$ cat src/rtl/register_serializer.sv
// Parallel-to-serial shifter with a valid/enable handshake and a one-cycle Done pulse.
// Define SERIALIZER_PARITY_EN to append an even-parity bit after the data bits.
module register_serializer #(
  parameter int WIDTH     = 8,
  parameter bit MSB_FIRST = 1'b1
) (
  input  logic             CLK,
  input  logic             Reset,
  input  logic             Load,
  input  logic [WIDTH-1:0] DataInput,
  input  logic             Enable,
  output logic             DataOutput,
  output logic             Valid,
  output logic             Busy,
  output logic             Done
);

  localparam int CW = $clog2(WIDTH + 1);

`ifdef SERIALIZER_PARITY_EN
  typedef enum logic [1:0] {IDLE, SHIFT, PARITY} state_t;
`else
  typedef enum logic [1:0] {IDLE, SHIFT} state_t;
`endif

  state_t           state, state_d;
  logic [WIDTH-1:0] sreg, sreg_d;
  logic [CW-1:0]    cnt, cnt_d;
  logic             dout_d, valid_d, busy_d, done_d;
  logic             xfer;
`ifdef SERIALIZER_PARITY_EN
  logic             parity, parity_d;
`endif

  assign xfer = Valid & Enable;

  // NOTE: every signal gets a default before the case so no path leaves it
  // unassigned; otherwise synthesis infers a latch.
  always_comb begin
    state_d  = state;
    sreg_d   = sreg;
    cnt_d    = cnt;
    dout_d   = DataOutput;
    valid_d  = Valid;
    busy_d   = Busy;
    done_d   = 1'b0;
`ifdef SERIALIZER_PARITY_EN
    parity_d = parity;
`endif
    unique case (state)
      IDLE: begin
        if (Load) begin
          sreg_d  = DataInput;
          cnt_d   = CW'(WIDTH);
          dout_d  = MSB_FIRST ? DataInput[WIDTH-1] : DataInput[0];
          valid_d = 1'b1;
          busy_d  = 1'b1;
          state_d = SHIFT;
`ifdef SERIALIZER_PARITY_EN
          parity_d = ^DataInput;
`endif
        end
      end
      SHIFT: begin
        if (xfer && cnt != '0) begin
          cnt_d = cnt - CW'(1);
          if (cnt == CW'(1)) begin
`ifdef SERIALIZER_PARITY_EN
            state_d = PARITY;
            dout_d  = parity;
`else
            state_d = IDLE;
            dout_d  = 1'b0;
            valid_d = 1'b0;
            busy_d  = 1'b0;
            done_d  = 1'b1;
`endif
          end else if (MSB_FIRST) begin
            sreg_d = {sreg[WIDTH-2:0], 1'b0};
            dout_d = sreg[WIDTH-2];
          end else begin
            sreg_d = {1'b0, sreg[WIDTH-1:1]};
            dout_d = sreg[1];
          end
        end
      end
`ifdef SERIALIZER_PARITY_EN
      PARITY: begin
        if (xfer) begin
          state_d = IDLE;
          dout_d  = 1'b0;
          valid_d = 1'b0;
          busy_d  = 1'b0;
          done_d  = 1'b1;
        end
      end
`endif
      default: state_d = IDLE;
    endcase
  end

  // NOTE: sequential state uses non-blocking assignments so every register
  // samples pre-edge values. The shift register is reset too, so an aborted
  // word leaves no residue that could be observed later.
  always_ff @(posedge CLK or negedge Reset) begin
    if (!Reset) begin
      state      <= IDLE;
      sreg       <= '0;
      cnt        <= '0;
      DataOutput <= 1'b0;
      Valid      <= 1'b0;
      Busy       <= 1'b0;
      Done       <= 1'b0;
`ifdef SERIALIZER_PARITY_EN
      parity     <= 1'b0;
`endif
    end else begin
      state      <= state_d;
      sreg       <= sreg_d;
      cnt        <= cnt_d;
      DataOutput <= dout_d;
      Valid      <= valid_d;
      Busy       <= busy_d;
      Done       <= done_d;
`ifdef SERIALIZER_PARITY_EN
      parity     <= parity_d;
`endif
    end
  end

endmodule

$ cat config.mk
export PLATFORM = sky130hd
export DESIGN_NAME = register_serializer
export DESIGN_NICKNAME = d
export VERILOG_FILES = /design/src/rtl/register_serializer.sv
export SDC_FILE = /design/constraint.sdc
export NUM_CORES = 1
export LEC_CHECK = 0
export ABC_AREA = 1
export BUFFER_PORTS_ARGS = -buffer_cell sky130_fd_sc_hd__buf_4
export CAP_MARGIN = 20
export CORE_MARGIN = 4
export CORE_UTILIZATION = 50
export DETAILED_ROUTE_END_ITERATION = 12
export GPL_ROUTABILITY_DRIVEN = 0
export HOLD_SLACK_MARGIN = 0.06
export PLACE_DENSITY = 0.8
export SLEW_MARGIN = 5
export SYNTH_ARGS = -nofsm -noshare
export SYNTH_HDL_FRONTEND = slang
export SYNTH_SLANG_ARGS = --single-unit
$ cat constraint.sdc
create_clock -name CLK -period 1.23 [get_ports CLK]
set_input_delay 0.123 -clock CLK [delete_from_list [all_inputs] [get_ports CLK]]
set_output_delay 0.123 -clock CLK [all_outputs]
set_load 0.02 [all_outputs]
After elaboration in Yosys (flattened, before gate mapping)

Cells that the tools add are included.

Input bits: 12
Output and inout port bits: 4
Word-level logic and storage cells: 44
Register bits after elaboration: 16

Mux-type cells: 22
Reductions and logical operators: 8
Eq/ne operators: 6
$add $sub $neg: 1
Bitwise logic cells: 1

Operators by type and width:

| operator            | number |
|---|---|
| $mux 7              | 3 |
| $pmux 7 s2          | 1 |
| $mux 1              | 9 |
| $mux 4              | 2 |
| $ne 2x2->1 const B  | 4 |
| $pmux 4 s2          | 1 |
| $reduce_and 4->1    | 2 |
| $mux 2              | 3 |
| $reduce_and 3->1    | 2 |
| $eq 4x1->1 const B  | 1 |
| $pmux 1 s2          | 2 |
| $pmux 2 s2          | 1 |
| $reduce_bool 4->1   | 1 |
| $sub 4x1->4 const B | 1 |
| $eq 2x1->1 const B  | 1 |
| $logic_not 2->1     | 1 |
| $reduce_bool 2->1   | 1 |
| $and 1x1->1         | 1 |
| $logic_and 1x1->1   | 1 |

Depth between registers and ports, before layout

Word-level depth: 4
Gate-level depth with buffers: 7
Depth with buffers taken out: 7

Worst setup path before layout

Ideal clock, no wire load.

Path type: register to register
From: reg cnt[0]
To: reg sreg[0]
Data required time: 1.114 ns
Period minus slack after synthesis: 1.128 ns
Buffers on the path: 0
Path slack: 0.102 ns
Stages on the path, launching flop included: 8
Setup time: 0.116 ns
Arrival: 1.011 ns
Cell sequence: dfrtp_1 inv_1 ha_1 nand2_2 nand3_4 nand2_4 nand2_1 nand2_1

Cells in the longest elaborated chain, start to end: 4
Elaborated cells on any way between the ends: 6
Classes of those cells: eq/ne: 3; reduce/logical: 3

RTL lines:

| item                           | RTL line | RTL |
|---|---|---|
| start, declared                | 28       | `logic [CW-1:0] cnt, cnt_d;` |
| start signal, assigned         | 120      | `cnt <= cnt_d;` |
| $reduce_bool 4->1              | 65       | `if (xfer && cnt != '0) begin` |
| $logic_and 1x1->1              | 65       |  |
| $ne 2x2->1 (no line)           | n/a      |  |
| $reduce_and 4->1 (no line) (*) | n/a      |  |
| end signal, assigned           | 119      | `sreg <= sreg_d;` |
| end, declared                  | 27       | `logic [WIDTH-1:0] sreg, sreg_d;` |

Mark *: on every way between the ends. The rest lies on a longest branch, timed or not.
A chain may end at the register's enable or synchronous reset.

Worst setup path in the final report

From: reg cnt[1]
To: reg sreg[0]

The elaborated chain is that of the path after synthesis.

==> out/results.tsv <==
stage	metric	value	unit
run_status	status	complete, no violations	
sta	clk_skew	1.44	ps
finish	Syn-to-layout area delta	29.8	%
critical_path	CP Launch Type	flip-flop	
yosys	Synth top area share	44.7	%
floorplan	Starting Density	52.7	%
placement	Setup WS pre-CTS	-9.34	ps
clock_network	clock tree buffer depth	2	
yosys	Synth Warn #	0	
power	PwrDens	2410	nW/um^2
routing	vias per cell	5.24	
power	LEAKAGE	0.574	nW
floorplan	core area	1490	sq um
global_routing	largest net degree at the start of global routing	15	
floorplan	full die area	2270	sq um
placement	HPWL Detailed	1.17	mm
sta	Pins Over Slew Limit	0	
clock_network	Worst-Skew Late Latency	280	ps
yosys	Post-Syn Instances	100	
yosys	Yosys cell types	16	
yosys	sequential area share after synthesis	44.7	%
sta	# setup viols final	0	
clock_network	CTS root buffer	clkbuf_4	
sta	RSZ-0062 raised after global routing	true	
global_routing	vias in the first global route	630	
routing	Via Count	723	
routing	drt wl/cell	11.8	microns
finish	Final #Nets	139	
critical_path	CP Data Arrival Time	1380	ps
global_routing	Congestion Overflow GR	0	
floorplan	Die Ht	47.6	microns
critical_path	CP endpoint kind	flip-flop	
power	Power Total	2.45	mW
yosys	synthesized cell area	785	sq um
run	Max-Cap Viols	0	
clock_network	Worst-path clk slew	80	ps
yosys	syn nets	115	
yosys	cell accounting for the most synthesized area	dfrtp_1	
finish	antenna diode count	0	
sta	Hold WS	84.8	ps
yosys	dominant cells by area after synthesis	dfrtp_1 (45%), nand2_1 (20%), nand3_1 (10%)	
sta	Slew HR	87.6	%
floorplan	# IOs	16	
power	Worst VDD drop	1.41	mV
clock_network	clk sink count	14	
clock_network	htree depth	1	
finish	fin cells	138	
clock_network	CTS Buf Count	3	
yosys	Syn Area/Cell	7.85	sq um
min_path	worst min-delay path class	in2reg	
yosys	synthesized flop and latch total	14	
floorplan	Die X	47.6	microns
routing	final wirelength	1.63	mm
routing	Detailed Route Iter0 Violations	23	
routing	# DRC	0	
sta	actual slew at the worst max-slew pin	187	ps
placement	DP Cell Count	131	
finish	share of cells above drive strength 1	32.0	%
global_routing	antenna violations before repair	0	
placement	PortBufs	15	
critical_path	Crit Path Class	reg2reg	
routing	drt pass-1 iters	4	
critical_path	Crit Path Max Fanout	8	
sta	setup ws final	30.2	ps
routing	Post-DRT Antenna Nets	0	
global_routing	GRT Total Usage	16.2	%
floorplan	number of cell rows	14	
sta	endpoints failing hold	0	
critical_path	CP required	1410	ps
sta	final cycle utilization of the critical path	97.5	%
sta	Max Clk Rate	833	MHz
clock_network	CTS tree	built	
sta	min cycle time layout	1200	ps
global_routing	global-route wire length before repair	2.62	mm
[routing by layer]
layer | routed length, microns | vias up | track usage (%)
li1 | - | 362 | -
met1 | 791 | 338 | 22.9
met2 | 729 | 20 | 24.3
met3 | 87 | 3 | 2.26
met4 | 24 | 0 | 8.06
met5 | 0 | - | 0
[cells by family (layout without fill, tap and decap cells)]
family                     after synthesis  after routing  share of synthesized area [%]
and+or+nand+nor                         69             69                           41.5
DFF                                     14             14                           44.7
buffers and inverters                   10             32                           5.90
adders and majority gates                3              3                           4.79
AOI/OAI and AO/OA                        3              3                           2.07
xor gates and xnor gates                 1              1                           1.12
[cells in the final DEF, fill, tap and decap left out, types with 2 or more instances in the layout]
cell       n
nand2_1   42
buf_4     21
nand3_1   16
dfrtp_1   13
nand2_4    5
inv_2      3
nor2_1     3
inv_1      3
clkbuf_4   3
o21ai_1    2
ha_4       2
[cell type report]
| cell class | count | area, sq um |
|---|---|---|
| Inverter | 7 | 28.8 |
| Timing Repair Buffer | 22 | 168 |
| Sequential cell | 14 | 352 |
| Clock buffer | 3 | 22.5 |
| Tap cell | 16 | 20.0 |
| Multi-Input combinational cell | 76 | 428 |
| Fill cell | 131 | 470 |
[cells in the mapped netlist]
library cell and number:
nand3_1 16, buf_4 2, o21ai_1 2, o22ai_1 1
dfrtp_1 14, nor2_1 3, xor2_1 1, nand2_1 42
buf_2 1, nand2_2 3, inv_2 2, nand3_4 1
nand2_4 3, nor2_2 1, inv_1 5, ha_1 3
[per-stage QoR]
step | TNS [ps] | utilization, % | area (sq um)
after floorplan | 0 | - | 785
after global placement | 0 | 61.8 | 920
after detailed placement | -17.3 | 61.8 | 920
after CTS | 0 | 64.5 | 960
after global routing | -241 | 68.4 | 1020
final | 0 | 68.4 | 1020
[timing repair]
action                                 4_1_cts  5_1_grt
pin swaps                                    1        2
endpoints found under the hold margin       14        0
setup endpoints to repair                   10       12
buffers inserted                             1        2
hold buffers                                 1        0
gates resized for setup                      1       10
[worst paths after layout]
path | slack, ps | cells after the start | startpoint | end
min | 80 | 3 | Load | Busy$_DFFE_PN0P_
min reg2reg | 520 | 2 | sreg[6]$_DFFE_PN0P_ | sreg[6]$_DFFE_PN0P_
max reg2reg | 30 | 7 | cnt[1]$_DFFE_PN0P_ | sreg[0]$_DFFE_PN0P_
max in group asynchronous | 830 | 2 | Reset | cnt[0]$_DFFE_PN0P_
max | 30 | 7 | cnt[1]$_DFFE_PN0P_ | sreg[0]$_DFFE_PN0P_
min in group asynchronous | 220 | 2 | Reset | sreg[5]$_DFFE_PN0P_
[state kept, by name (all words and copies together), names as in the netlist]
signal	count
DataOutput	1
Busy	1
Done	1
sreg	7
cnt	4
[worst max-delay path, stage by stage (launching register included)]
cell	delay (ps)
dfrtp_1	410
inv_2	110
ha_4	150
nand2_4	60
nand3_4	140
nand2_4	90
nand2_1	80
nand2_1	50
[where the power goes]
| part | switching (mW) | internal (mW) | leakage (nW) |
|---|---|---|---|
| clock | 0.148 | 0.114 | 0.0138 |
| sequential | 0.156 | 0.658 | 0.179 |
| combinational | 0.792 | 0.583 | 0.381 |
Note: power is estimated with default switching activity, not from simulation.
